`src/rtl/riscv_pkg.sv`:
```
// Shared types for the RV32I pipeline.
//   result_src_t : writeback source select (ALU, data memory, PC+4)
//   fwd_sel_t    : E-stage operand source select
//   ctrl_e_t     : control bundle carried from D into E
//   REG_ZERO     : index of the hard-wired zero register
package riscv_pkg;

    typedef enum logic [1:0] {
        RES_ALU = 2'b00,
        RES_MEM = 2'b01,
        RES_PC4 = 2'b10
    } result_src_t;

    typedef enum logic [1:0] {
        FWD_RF = 2'b00,
        FWD_W  = 2'b01,
        FWD_M  = 2'b10
    } fwd_sel_t;

    typedef struct packed {
        logic        reg_write;
        result_src_t result_src;
        logic        mem_write;
        logic        jump;
        logic        branch;
        logic [2:0]  alu_ctrl;
        logic        alu_src;
        logic        pred_taken;
    } ctrl_e_t;

    localparam logic [4:0] REG_ZERO = 5'd0;

endpackage

```
`src/rtl/id_ex_stage_hazard_unit.sv`:
```
// Combinational hazard logic for the D/E boundary.
//   Inputs : D source indices and valid, E destination/sources/result source,
//            flush from E, M/W destinations and write enables.
//   Outputs: lu (load-use detected), stall_f/stall_d, forward_a_e/forward_b_e.
module hazard_unit
    import riscv_pkg::*;
#(
    parameter int REG_AW = 5
) (
    input  logic              valid_d,
    input  logic [REG_AW-1:0] rs1_d,
    input  logic [REG_AW-1:0] rs2_d,
    input  logic              valid_e,
    input  logic [REG_AW-1:0] rd_e,
    input  logic [REG_AW-1:0] rs1_e,
    input  logic [REG_AW-1:0] rs2_e,
    input  result_src_t       result_src_e,
    input  logic              flush_e,
    input  logic [REG_AW-1:0] rd_m,
    input  logic [REG_AW-1:0] rd_w,
    input  logic              reg_write_m,
    input  logic              reg_write_w,
    output logic              lu,
    output logic              stall_f,
    output logic              stall_d,
    output logic [1:0]        forward_a_e,
    output logic [1:0]        forward_b_e
);

    localparam logic [REG_AW-1:0] ZERO = REG_AW'(REG_ZERO);

    // M is the younger producer, so it wins over W; x0 never forwards.
    function automatic fwd_sel_t fwd_sel(input logic [REG_AW-1:0] rs);
        if (reg_write_m && rd_m != ZERO && rd_m == rs)
            return FWD_M;
        else if (reg_write_w && rd_w != ZERO && rd_w == rs)
            return FWD_W;
        else
            return FWD_RF;
    endfunction

    // rs2_d is compared even for I-type instructions: a spurious stall is
    // harmless, and it avoids decoding the format here.
    assign lu = valid_d && valid_e && (result_src_e == RES_MEM) &&
                (rd_e != ZERO) && (rd_e == rs1_d || rd_e == rs2_d);

    // A flush redirects fetch, so it must not be held by a stall.
    assign stall_f = lu && !flush_e;
    assign stall_d = lu && !flush_e;

    assign forward_a_e = fwd_sel(rs1_e);
    assign forward_b_e = fwd_sel(rs2_e);

endmodule

```
`src/rtl/id_ex_stage.sv`:
```
// Decode-to-execute pipeline register of the RV32I core.
//   Inputs : D-stage data/indices/control (valid_d, rd1_d, rd2_d, rs1_d, rs2_d,
//            rd_d, imm_ext_d, pc_d, pc_plus4_d, ctrl_d), flush_e from E,
//            M/W destinations and write enables for forwarding.
//   Outputs: registered E copies (valid_e, rd1_e, rd2_e, imm_ext_e, pc_e,
//            pc_plus4_e, rs1_e, rs2_e, rd_e, ctrl_e), stall_f/stall_d,
//            forward_a_e/forward_b_e, saturating stall_count/flush_count.
module id_ex_stage
    import riscv_pkg::*;
#(
    parameter int XLEN   = 32,
    parameter int REG_AW = 5,
    parameter int CNT_W  = 32
) (
    input  logic              clk,
    input  logic              reset_n,
    input  logic              valid_d,
    input  logic [XLEN-1:0]   rd1_d,
    input  logic [XLEN-1:0]   rd2_d,
    input  logic [REG_AW-1:0] rs1_d,
    input  logic [REG_AW-1:0] rs2_d,
    input  logic [REG_AW-1:0] rd_d,
    input  logic [XLEN-1:0]   imm_ext_d,
    input  logic [XLEN-1:0]   pc_d,
    input  logic [XLEN-1:0]   pc_plus4_d,
    input  ctrl_e_t           ctrl_d,
    input  logic              flush_e,
    input  logic [REG_AW-1:0] rd_m,
    input  logic [REG_AW-1:0] rd_w,
    input  logic              reg_write_m,
    input  logic              reg_write_w,
    output logic              valid_e,
    output logic [XLEN-1:0]   rd1_e,
    output logic [XLEN-1:0]   rd2_e,
    output logic [XLEN-1:0]   imm_ext_e,
    output logic [XLEN-1:0]   pc_e,
    output logic [XLEN-1:0]   pc_plus4_e,
    output logic [REG_AW-1:0] rs1_e,
    output logic [REG_AW-1:0] rs2_e,
    output logic [REG_AW-1:0] rd_e,
    output ctrl_e_t           ctrl_e,
    output logic              stall_f,
    output logic              stall_d,
    output logic [1:0]        forward_a_e,
    output logic [1:0]        forward_b_e,
    output logic [CNT_W-1:0]  stall_count,
    output logic [CNT_W-1:0]  flush_count
);

    logic lu;

    function automatic logic [CNT_W-1:0] sat_inc(input logic [CNT_W-1:0] c);
        return (&c) ? c : c + CNT_W'(1);
    endfunction

    hazard_unit #(
        .REG_AW (REG_AW)
    ) u_hazard (
        .valid_d      (valid_d),
        .rs1_d        (rs1_d),
        .rs2_d        (rs2_d),
        .valid_e      (valid_e),
        .rd_e         (rd_e),
        .rs1_e        (rs1_e),
        .rs2_e        (rs2_e),
        .result_src_e (ctrl_e.result_src),
        .flush_e      (flush_e),
        .rd_m         (rd_m),
        .rd_w         (rd_w),
        .reg_write_m  (reg_write_m),
        .reg_write_w  (reg_write_w),
        .lu           (lu),
        .stall_f      (stall_f),
        .stall_d      (stall_d),
        .forward_a_e  (forward_a_e),
        .forward_b_e  (forward_b_e)
    );

    // ---- D -> E register boundary ----
    // A bubble is an all-zero E: cleared control makes it a NOP.
    always_ff @(posedge clk) begin
        if (!reset_n) begin
            valid_e     <= 1'b0;
            rd1_e       <= '0;
            rd2_e       <= '0;
            imm_ext_e   <= '0;
            pc_e        <= '0;
            pc_plus4_e  <= '0;
            rs1_e       <= '0;
            rs2_e       <= '0;
            rd_e        <= '0;
            ctrl_e      <= '0;
            stall_count <= '0;
            flush_count <= '0;
        end else if (flush_e || lu) begin
            valid_e    <= 1'b0;
            rd1_e      <= '0;
            rd2_e      <= '0;
            imm_ext_e  <= '0;
            pc_e       <= '0;
            pc_plus4_e <= '0;
            rs1_e      <= '0;
            rs2_e      <= '0;
            rd_e       <= '0;
            ctrl_e     <= '0;
            // Flush dominates: a simultaneous load-use is not counted as a stall.
            if (flush_e)
                flush_count <= sat_inc(flush_count);
            else
                stall_count <= sat_inc(stall_count);
        end else begin
            valid_e    <= valid_d;
            rd1_e      <= rd1_d;
            rd2_e      <= rd2_d;
            imm_ext_e  <= imm_ext_d;
            pc_e       <= pc_d;
            pc_plus4_e <= pc_plus4_d;
            rs1_e      <= rs1_d;
            rs2_e      <= rs2_d;
            rd_e       <= rd_d;
            ctrl_e     <= ctrl_d;
        end
    end

endmodule

```
`config.mk`:
```
export PLATFORM = sky130hd
export DESIGN_NAME = id_ex_stage
export DESIGN_NICKNAME = d
export VERILOG_FILES = /design/src/rtl/riscv_pkg.sv /design/src/rtl/id_ex_stage_hazard_unit.sv /design/src/rtl/id_ex_stage.sv
export SDC_FILE = /design/constraint.sdc
export NUM_CORES = 1
export LEC_CHECK = 0
export ABC_AREA = 1
export BUFFER_PORTS_ARGS = -buffer_cell sky130_fd_sc_hd__clkbuf_2
export CAP_MARGIN = 40
export CELL_PAD_IN_SITES_DETAIL_PLACEMENT = 1
export CELL_PAD_IN_SITES_GLOBAL_PLACEMENT = 1
export CORE_UTILIZATION = 32
export DETAILED_ROUTE_END_ITERATION = 16
export HOLD_SLACK_MARGIN = 0.06
export PLACE_DENSITY = 0.86
export SETUP_SLACK_MARGIN = 0.15
export SYNTH_ARGS = -nofsm -noshare
export SYNTH_HDL_FRONTEND = slang
export SYNTH_SLANG_ARGS = --single-unit
```
`constraint.sdc`:
```
create_clock -name clk -period 2.2 [get_ports clk]
set_input_delay 0.22 -clock clk [delete_from_list [all_inputs] [get_ports clk]]
set_output_delay 0.22 -clock clk [all_outputs]
set_load 0.005 [all_outputs]
```
==> summary.md, run 1 <==
| Metric | Value |
|---|---|
| Worst-path fanout max | 3 |
| CTS clk-pin slew, worst paths | 70 ps |
| Slowest cell on the critical path | dfxtp_1 |
| Final GP Congestion | 0.9572 |
| Cell count after synthesis | 1343 |
| Avg Vias per Cell | 4.955 |
| Hold WC Path Type | primary input to flop |
| GR Overflow Total | 0 |
| Crit path capture type | output port |
| Largest net degree at the start of global routing | 41 |
| Core Rows | 63 |
| P_leak | 8.026 nW |
| Die area | 31600 µm² |
| Final setup TNS | 0 ps |
| Total routed wirelength | 54.23 mm |
| P&R area growth vs syn | 60.44% |
| Worst Tran Pin Value | 800.1 ps |
| FF/Latch Area | 5045 µm² |
| Total track usage | 32.75% |
| RSZ-0062 raised after global routing | true |
| Initial antenna violation count | 12 |
| Final hold violation count | 0 |
| Flop pwr share | 42.8% |
| Maximum VDD drop | 545.7 µV |
| H-Tree Depth | 1 |
| Worst path max stage delay | 440 ps |
| Cell Chain, Critical Path | xor2_1 -> nor3_1 -> nand4_1 -> nor2_1 -> clkbuf_2 |
| Root Buffer | clkbuf_16 |
| P_sw | 2.813 mW |
| Chip Width | 177.8 µm |
| Via count | 12150 |
| Clk sinks | 251 |
| Longest Clk Path Bufs | 3 |
| Clock Power Share | 46.5% |
| DRT Pass-1 Iters | 5 |
| Mapped cell area | 9886 µm² |
| Combinational power share | 10.7% |
| Clk_skew | 19.42 ps |
| Synth warnings | 0 |
| Number of global-route vias before repair | 13260 |
| Share of layout cells above drive strength 1 | 30.24% |
| Clk_lat worst skew | 550 ps |
| Multi-input combinational cell area | 3841 µm² |
| Period utilisation layout | 92.78% |
| Number of buffers created by CTS | 29 |
| Critical path launch point type | flop |
| CP bufs+invs | 1 |
| Final slew viol count | 0 |
| Core Area | 30030 µm² |
| First-pass GRT wire length | 77.92 mm |
| Netlist cell types | 33 |
| CP Class | flop to output port |
| Switching portion of total power | 25.23% |
| Post-layout net count | 2231 |
| Final Setup Violations | 0 |
| Pwr per Cell Area | 703.2 nW/µm² |
| Placed wire-length estimate | 30.01 mm |
| IO Port Bufs | 458 |
| Post-synth ARST share | 0% |
| Avg Inst Size Synth | 7.361 µm² |
| Worst path required time | 1980 ps |
| DRC Markers | 0 |
| Commonest register cell after synthesis | dfxtp_1 |
| Status | finished clean |
| Seq/Total Area, Yosys | 50.83% |
| Post-synth top area share | 50.83% |
| Post-synth EDFFs | 0 |
| CTS tree | done |
| Synthesized flop and latch total | 251 |
| Antenna Nets Post-Route | 0 |
| Filler Cell Count | 3775 |
| Synth area leaders | dfxtp_1 (51%), nor2_1 (11%), nand2_1 (11%) |
| # Max-Cap Violations | 0 |
| # IOs | 459 |
| Min Hold Slack | 37.21 ps |
| Crit path DAT | 1820 ps |
| Die Y-Extent | 177.8 µm |
| F_max | 0.4899 GHz |
| Min cycle time layout | 2041 ps |
| Slew headroom | 45.96% |
| Initial drt markers | 611 |
| Top delay family on crit path | simple AND/OR/NAND/NOR gates |
| WL per Instance | 22.12 µm |
| Initial Utilization | 32.92% |
| Syn nets | 1547 |
| Internal power | 8.339 mW |
| Post-synth top area cell | dfxtp_1 |
-- synth_stat cells (8+ instances only) --
| cell type | number |
|---|---|
| o21ai_0 | 8 |
| xnor2_1 | 20 |
| nand4_1 | 13 |
| a21oi_1 | 41 |
| a21oi_2 | 16 |
| buf_2 | 21 |
| clkbuf_1 | 14 |
| nand2_1 | 287 |
| xor2_1 | 26 |
| inv_1 | 231 |
| nand3_1 | 47 |
| nor2_1 | 300 |
| nor3_1 | 17 |
| dfxtp_1 | 251 |
| nand3b_1 | 18 |
-- power groups by stage --
stage / sequential (mW) / clock (mW) / combinational (mW)
2_1_floorplan: 4.86 / 0 / 0.280
3_3_place_gp: 4.84 / 0 / 0.735
3_5_place_dp: 4.84 / 0 / 0.772
4_1_cts: 4.75 / 5.15 / 1.07
5_1_grt: 4.78 / 5.42 / 1.25
6_report: 4.77 / 5.19 / 1.19
-- worst register-to-register path: cells and delay by family (launching register included) --
kind | cells | cell delay (ps)
buffers and inverters | 1 | 70
AND/OR/NAND/NOR | 6 | 1030
flip-flops | 1 | 380
AO/OA/AOI/OAI | 1 | 160
adder cells (fa/ha/maj) | 1 | 220
-- registers in the layout, indices dropped and copies added (netlist names) --
signal / flops
flush_count: 32
imm_ext_e: 32
pc_e: 32
pc_plus4_e: 32
rd1_e: 32
rd2_e: 32
stall_count: 32
ctrl_e: 11
rd_e: 5
rs1_e: 5
rs2_e: 5
valid_e: 1
-- path summary, 6_finish.rpt --
check | cells after the start | from | slack, ps | to
setup / recovery | 5 | rs2_e[0]$_SDFF_PP0_ | 160 | forward_b_e[0]
hold / removal | 3 | ctrl_d[5] | 40 | ctrl_e[5]$_SDFF_PP0_
setup reg to reg | 9 | stall_count[1]$_SDFFE_PN0P_ | 280 | stall_count[1]$_SDFFE_PN0P_
hold reg to reg | 2 | flush_count[0]$_SDFFE_PN0P_ | 500 | flush_count[0]$_SDFFE_PN0P_
-- metal layers --
metal  routed length [µm]  part of all wire [%]  track usage [%]
met1                19220                    35            33.58
met2                27600                    51            59.39
met3                 3461                   6.4            7.626
met4                 3933                   7.3            21.30
met5                   15                 0.028                0
-- cells by family (layout without fill, tap and decap cells) --
family,count (synthesis),after routing,share of synthesized area [%]
buffers and inverters,275,978,11.35
AO/OA/AOI/OAI,71,71,4.329
other,0,15,0
XOR/XNOR,46,46,4.075
AND/OR/NAND/NOR,698,699,29.16
adder cells (fa/ha/maj),2,2,0.2531
flip-flops,251,251,50.83
-- placed cells by master (no fill, tap or decap), drive strengths merged, types with 9 or more instances in the layout --
| cell | Yosys | final |
|---|---|---|
| a21oi | 57 | 57 |
| buf | 29 | 55 |
| clkbuf | 14 | 495 |
| dfxtp | 251 | 251 |
| diode | 0 | 15 |
| dlygate4sd3 | 0 | 186 |
| inv | 232 | 232 |
| nand2 | 290 | 290 |
| nand3 | 49 | 49 |
| nand3b | 18 | 18 |
| nand4 | 14 | 15 |
| nor2 | 307 | 307 |
| nor3 | 17 | 17 |
| o21ai | 9 | 9 |
| xnor2 | 20 | 20 |
| xor2 | 26 | 26 |
-- repair_timing --
item / 4_1_cts / 5_1_grt
setup buffers: 1 / 2
endpoints found under the hold margin: 186 / 0
pin swaps: 1 / 16
resized for setup: 8 / 43
hold buffers: 188 / 0
setup endpoints to repair: 2 / 77
gates cloned: 0 / 1
-- final cells by class --
type	instances	share of cell area [%]
clock inverter	8	0.8836
clock buffer	43	5.286
sequential	251	31.81
multi-input combinational	818	24.22
inverter	232	5.506
timing repair buffer	695	28.98
antenna	15	0.2367
tap	390	3.077
-- per-stage QoR --
step	setup WS [ps]	area [µm²]	instances	utilization [%]	total power, mW
6_report	158.9	15860	2452	52.81	11.15
5_1_grt	61.63	15850	2449	52.79	11.45
4_1_cts	159.1	15710	2434	52.31	10.97
3_5_place_dp	174.9	12820	2194	42.70	5.617
3_3_place_gp	252.8	12820	2194	42.70	5.572
2_1_floorplan	419.3	9886	1343	-	5.136
Note: power is estimated with default switching activity, not from simulation.
==> inputs of run 2 (changes only) <==
ABC_AREA = unset   (was 1)
CORE_AREA = 2 2 178 180   (was unset)
CORE_UTILIZATION = unset   (was 32)
DIE_AREA = 0 0 180 182   (was unset)
PLACE_DENSITY = 0.76   (was 0.86)
==> run 2 against run 1 <==
The run now ends with negative setup slack left. Via count shrank 23%. Synthesized cell count down 37%. Combinational power hardly changed. Global-route usage down 9.7 points.
==> summary.md, run 2 <==
| Metric | Value |
|---|---|
| Core Rows | 65 (+3.2%) |
| DRC Markers | 0 (unchanged) |
| Core Area | 30990 µm² (+3.2%) |
| Post-synth top area share | 58.34% (+7.5 points) |
| IO Port Bufs | 458 (unchanged) |
| Final slew viol count | 0 (unchanged) |
| Crit path DAT | 2750 ps (+930 ps) |
| Die area | 32760 µm² (+3.7%) |
| Number of buffers created by CTS | 29 (unchanged) |
| Total track usage | 23.09% (-9.7 points) |
| Commonest cells post-synth | dfxtp_1 (251), and2_1 (189), nand2_1 (43), nand3_1 (35), nor2_1 (35) |
| Seq/Total Area, Yosys | 58.34% (+7.5 points) |
| Chip Width | 180 µm (+1.3%) |
| Synth warnings | 0 (unchanged) |
| FF-to-FF path depth | 10 (+1) |
| Cell count after synthesis | 841 (-37%) |
| Placed wire-length estimate | 24.79 mm (-17%) |
| Post-synth top area cell | dfxtp_1 |
| F_max | 0.4401 GHz (-10%) |
| # IOs | 459 (unchanged) |
| R2R Setup Slk | -70 ps (-350 ps) |
| Period utilisation layout | 103.3% (+10 points) |
| P&R area growth vs syn | 83.50% |
| Worst path required time | 2680 ps (+700 ps) |
| Commonest cells after routing, fill and taps aside | clkbuf_2 (456), dfxtp_1 (233), dlygate4sd3_1 (187), and2_1 (179), buf_4 (53) |
| Critical path launch point type | flop |
| Antenna Nets Post-Route | 0 (unchanged) |
| Combinational power share | 11.0% (+0.3 points) |
| Final GP Congestion | 0.8302 (-13%) |
| Clk_skew | 13.07 ps (-6.356 ps) |
| Maximum VDD drop | 435.0 µV (-20%) |
| Crit path capture type | flop |
| Final Setup Violations | 66 (+66) |
| Synth area leaders | dfxtp_1 (58%), and2_1 (14%), xor2_1 (3.2%) |
| Share of layout cells above drive strength 1 | 43.26% (+13 points) |
| CP Launch Point | rd_e[4]$_SDFF_PP0_ |
| Slew headroom | 61.50% (+16 points) |
| Avg Vias per Cell | 4.702 (-5.1%) |
| Clk sinks | 251 (unchanged) |
| Failing checks | negative setup slack |
| Syn nets | 1045 (-32%) |
| Filler Cell Count | 3435 (-9.0%) |
| Initial Utilization | 27.80% (-5.1 points) |
| Root Buffer | clkbuf_16 |
| Initial antenna violation count | 4 (-8) |
| RSZ-0062 raised after global routing | true |
| Placed inst area | 11660 µm² (-9.1%) |
| Final hold violation count | 0 (unchanged) |
| P_leak | 7.225 nW (-10%) |
| Min cycle time layout | 2272 ps (+230.9 ps) |
| CTS clk-pin slew, worst paths | 60 ps (about the same) |
| Fin area | 15810 µm² (-0.35%) |
| Status | complete, but fails checks |
| Internal power | 8.194 mW (-1.7%) |
| Most common cell after layout, fill and taps aside | clkbuf_2 |
| Die Y-Extent | 182 µm (+2.4%) |
| First-pass GRT wire length | 58.86 mm (-24%) |
| Number of global-route vias before repair | 10020 (-24%) |
| Post-synth EDFFs | 0 (unchanged) |
| Total routed wirelength | 43.55 mm (-20%) |
| CTS tree | done |
| Via count | 9403 (-23%) |
| Count leader, synth | dfxtp_1 |
| Initial drt markers | 369 (-40%) |
| WL per Instance | 21.78 µm (-1.5%) |
| Mapped cell area | 8613 µm² (-13%) |
| Avg Inst Size Synth | 10.24 µm² (+39%) |
| Switching portion of total power | 23.86% (-1.4 points) |
| Largest net degree at the start of global routing | 38 (-7.3%) |
| Longest Clk Path Bufs | 3 (unchanged) |
| R2r endpoint | rd1_e[28]$_SDFF_PP0_ |
| Flop pwr share | 44.1% (+1.3 points) |
| GR Overflow Total | 0 (unchanged) |
| Pwr per Cell Area | 680.9 nW/µm² (-3.2%) |
| H-Tree Depth | 1 (unchanged) |
| CP Class | flop to flop |
| Synthesized flop and latch total | 251 (unchanged) |
| Clk_lat worst skew | 550 ps (about the same) |
| Post-synth ARST share | 0% (unchanged) |
| Commonest register cell after synthesis | dfxtp_1 |
| Post-layout net count | 1780 (-20%) |
| Critical Path Sink | rd1_e[28]$_SDFF_PP0_ |
| Netlist cell types | 44 (+33%) |
| Clock Power Share | 44.8% (-1.7 points) |
| Fin util | 51.01% (-1.8 points) |
| P_sw | 2.568 mW (-8.7%) |
| Hold WC Path Type | primary input to flop |
| Worst Tran Pin Value | 575.7 ps (-224.4 ps) |
| # Max-Cap Violations | 0 (unchanged) |
| R2r startpoint | rd_e[4]$_SDFF_PP0_ |
| DRT Pass-1 Iters | 4 (-1) |
| Worst-path fanout max | 9 (+6) |
| Setup WS post-layout | -72.04 ps (-230.9 ps) |
==> run 2: power groups by stage <==
| stage | Clock, mW | Combinational (mW) | Sequential [mW] |
|---|---|---|---|
| 6_report | 4.83 | 1.19 | 4.75 |
| 5_1_grt | 5.13 | 1.25 | 4.76 |
| 4_1_cts | 4.87 | 0.993 | 4.74 |
| 3_5_place_dp | 0 | 0.658 | 4.84 |
| 3_3_place_gp | 0 | 0.640 | 4.83 |
| 2_1_floorplan | 0 | 0.199 | 4.85 |
==> run 2: critical path, stage by stage, from the launching register on <==
cell and delay (ps):
dfxtp_4 350, or4_4 540, o21ai_4 180, buf_4 150
nor2b_4 40, nor3_4 180, buf_6 160, buf_6 100
clkbuf_16 160, clkbuf_16 160, and2_1 170
==> run 2: stage by stage <==
step           setup slack, ps  setup TNS (ps)  hold WS (ps)  instances  total power, mW
5_1_grt                 -143.6           -9851         196.9       1999            11.14
3_5_place_dp             3.492               0         423.1       1707            5.499
2_1_floorplan            169.8               0         341.7        841            5.053
3_3_place_gp             73.72               0         419.1       1707            5.474
6_report                -72.04           -1145         190.0       2000            10.76
4_1_cts                 -96.60          -188.3         143.6       1960            10.60
==> run 2: metal layers <==
| metal | share of wire [%] | track usage [%] |
|---|---|---|
| met5 | 0.030 | 0 |
| met4 | 5.6 | 12.10 |
| met3 | 5.1 | 4.693 |
| met2 | 53 | 44.08 |
| met1 | 36 | 23.60 |
==> run 2: layout make-up <==
cell class / count / area [µm²] / area share [%]
multi-input combinational: 544 / 3824 / 24.19
tap: 402 / 503.0 / 3.182
antenna: 3 / 7.507 / 0.04750
clock inverter: 8 / 72.57 / 0.4592
sequential: 251 / 5067 / 32.06
timing repair buffer: 742 / 5434 / 34.38
clock buffer: 42 / 864.6 / 5.470
inverter: 8 / 32.53 / 0.2058
==> run 2: worst min path at each step <==
stage | slack (ps) | from | depth (start not counted) | end
2_1_floorplan | 340 | ctrl_d[0] | 1 | ctrl_e[0]$_SDFF_PP0_
3_3_place_gp | 420 | imm_ext_d[23] | 2 | imm_ext_e[23]$_SDFF_PP0_
3_5_place_dp | 420 | pc_d[18] | 2 | pc_e[18]$_SDFF_PP0_
4_1_cts | 140 | flush_e | 4 | stall_count[1]$_SDFFE_PN0P_
5_1_grt | 200 | reset_n | 4 | stall_count[11]$_SDFFE_PN0P_
6_report | 190 | reset_n | 4 | stall_count[11]$_SDFFE_PN0P_
==> run 2: kinds of logic after synthesis <==
family / count (synthesis) / synth area share, %
simple gates: 414 / 28.01
flops: 251 / 58.34
compound gates: 66 / 4.532
xor+xnor: 54 / 5.491
buf+inv: 46 / 2.411
mux: 8 / 0.9297
fa+ha+maj: 2 / 0.2905
==> run 2: timing repair <==
| action | CTS | global route |
|---|---|---|
| endpoints found under the setup margin | 197 | 245 |
| setup buffers | 13 | 15 |
| gates resized for setup | 50 | 86 |
| gates cloned | 3 | 22 |
| pin swaps | 22 | 20 |
| hold buffers | 187 | 0 |
| hold endpoints to repair | 187 | 0 |
==> inputs of run 3 (changes only) <==
CORE_AREA = 3 3 179 181   (was 2 2 178 180)
DIE_AREA = 0 0 182 184   (was 0 0 180 182)
SKIP_LAST_GASP = 1   (was unset)
==> run 3 against run 2 <==
The run still ends with negative setup slack left. Non-clock buffer count shrank 18. Critical path depth shrank 2. Worst hold slack gained 4.6 ps. Die area grew 2.2%. Count of clock-buffer cells in the layout shrank 4. Register-to-register slack gained 60 ps. Cell area shrank 3.2%. First-iteration DRC count grew 16%. Fmax grew 0.15%. Combinational power shrank 13%. Largest cell class is now registers.
==> summary.md, run 3 (same netlist as run 2, synthesis figures left out) <==
| Metric | Value |
|---|---|
| Total power | 10.77 mW (+0.11%) |
| Core Rows | 64 (-1.5%) |
| DRT Pass-1 Iters | 4 (unchanged) |
| Hold WC Path Type | primary input to flop |
| Worst path required time | 1980 ps (-700 ps) |
| GR Overflow Total | 0 (unchanged) |
| Initial drt markers | 429 (+16%) |
| Final hold violation count | 0 (unchanged) |
| Avg Vias per Cell | 4.646 (-1.2%) |
| Pwr per Cell Area | 704.1 nW/µm² (+3.4%) |
| Placed cell count | 1710 (+0.18%) |
| Final slew viol count | 0 (unchanged) |
| Total routed wirelength | 42.19 mm (-3.1%) |
| Initial Utilization | 28.16% (+0.36 points) |
| Min cycle time layout | 2269 ps (-3.335 ps) |
| Final GP Congestion | 0.8133 (-2.0%) |
| Share of layout cells above drive strength 1 | 42.40% (-0.86 points) |
| Failing checks | negative setup slack |
| DRC Markers | 0 (unchanged) |
| Most common cell after layout, fill and taps aside | clkbuf_2 |
| Clk sinks | 251 (unchanged) |
| Period utilisation layout | 103.1% (-0.15 points) |
| CTS tree | done |
| Antenna Nets Post-Route | 0 (unchanged) |
| Fin cells | 1980 (-1.0%) |
| Placed inst area | 11690 µm² (+0.26%) |
| CP Launch Point | rd_e[4]$_SDFF_PP0_ |
| Post-layout net count | 1761 (-1.1%) |
| Status | complete, but fails checks |
| Die Y-Extent | 184 µm (+1.1%) |
| WL per Instance | 21.31 µm (-2.2%) |
| First-pass GRT wire length | 61.58 mm (+4.6%) |
| CP Class | flop to output port |
| Setup WS post-layout | -68.71 ps (+3.335 ps) |
| Via count | 9199 (-2.2%) |
| FF/Latch Area | 5055 µm² (-0.25%) |
| Largest net degree at the start of global routing | 61 (+61%) |
| Hold path start | flush_e |
| Clk_skew | 19.69 ps (+6.621 ps) |
| Number of global-route vias before repair | 10190 (+1.6%) |
| Hold path depth | 4 (unchanged) |
| P_leak | 7.042 nW (-2.5%) |
| Root Buffer | clkbuf_16 |
| F_max | 0.4408 GHz (+0.15%) |
| Met3 wire length | 2.537 mm (+14%) |
| Clk_lat worst skew | 540 ps (about the same) |
| Critical path launch point type | flop |
| Longest Clk Path Bufs | 3 (unchanged) |
| Chip Width | 182 µm (+1.1%) |
| Routed metal-1 wirelength | 14.82 mm (-5.5%) |
| Worst Tran Pin Value | 641.7 ps (+65.99 ps) |
| RSZ-0062 raised after global routing | true |
| # IOs | 459 (unchanged) |
| R2r startpoint | rd_e[2]$_SDFF_PP0_ |
| CTS clk-pin slew, worst paths | 70 ps (about the same) |
| Final Setup Violations | 3 (-95%) |
| Number of buffers created by CTS | 28 (-3.4%) |
| Commonest cells after routing, fill and taps aside | clkbuf_2 (455), dfxtp_1 (235), and2_1 (189), dlygate4sd3_1 (187), buf_4 (60) |
| Crit path capture type | output port |
| # Max-Cap Violations | 0 (unchanged) |
| Fin util | 50.02% (-0.98 points) |
| Placed wire-length estimate | 25.51 mm (+2.9%) |
| Fin area | 15300 µm² (-3.2%) |
| Filler Cell Count | 3476 (+1.2%) |
| Maximum VDD drop | 626.5 µV (+44%) |
| Worst-path fanout max | 3 (-6) |
| Die area | 33490 µm² (+2.2%) |
| Top sig layer | met4 |
| FF-to-FF path depth | 11 (+1) |
| Slew headroom | 57.22% (-4.3 points) |
| H-Tree Depth | 1 (unchanged) |
| Met2 wire length | 23.08 mm (-0.43%) |
| IO Port Bufs | 458 (unchanged) |
| Total track usage | 23.54% (+0.45 points) |
| Core Area | 30590 µm² (-1.3%) |
| Initial antenna violation count | 7 (+3) |
| P&R area growth vs syn | 77.66% |
| Multi-input combinational cell area | 3819 µm² (-0.13%) |
| Crit path DAT | 2050 ps (-700 ps) |
-- run 3: cell count changes in the layout (fill, tap and decap cells not counted), sizes merged --
cell,previous run,this run
diode,3,6
bufinv,1,4
buf,83,82
clkinvlp,0,3
inv,9,8
bufbuf,1,0
clkbuf,513,493
-- run 3: critical path, stage by stage (launching register included) --
cell     delay [ps]
dfxtp_2         330
or4_4           540
o21ai_4         150
buf_6           130
nor2_4           30
nand2_4          80
buf_12          120
inv_6            30
buf_6           100
-- run 3: per-stage QoR --
| stage | setup slack (ps) | setup TNS (ps) | hold slack, ps |
|---|---|---|---|
| global placement | -551.7 | -69660 | 419.1 |
| finish | -68.71 | -142.5 | 194.6 |
| global route | -143.8 | -953.7 | 188.5 |
| detailed placement | -86.32 | -96.35 | 423.1 |
| floorplan | 169.8 | 0 | 341.7 |
| CTS | -112.4 | -232.4 | 169.8 |
-- run 3: power breakdown --
part           internal [mW]  switching [mW]
Combinational          0.593           0.445
Sequential              4.68          0.0673
Clock                   3.01            1.98
-- run 3: worst paths after layout --
| check | endpoint | slack (ps) |
|---|---|---|
| min reg2reg | stall_count[21]$_SDFFE_PN0P_ | 490 |
| max reg2reg | stall_count[5]$_SDFFE_PN0P_ | -10 |
| min | stall_count[1]$_SDFFE_PN0P_ | 190 |
| max | stall_f | -70 |
-- run 3: per-layer routing --
layer | track usage, % | vias to the layer above
met4 | 8.836 | 0
li1 | - | 4255
met3 | 5.718 | 103
met5 | 0 | -
met1 | 24.41 | 4481
met2 | 45.57 | 360
-- run 3: cell type report --
class                   instances  area share, %
diodes                          6        0.09812
clock buffers                  38          5.225
clock inverters                13          1.128
inverters                       8         0.2289
multi-input cells             544          24.95
flip-flops and latches        251          33.03
well taps                     396          3.238
repair buffers                724          32.09
-- run 3: what timing repair did --
item | CTS | global route
hold buffers | 187 | 0
cloned | 1 | 1
resized for setup | 46 | 81
setup endpoints to repair | 214 | 213
setup buffers | 12 | 12
hold endpoints to repair | 187 | 0
pin swaps | 22 | 41
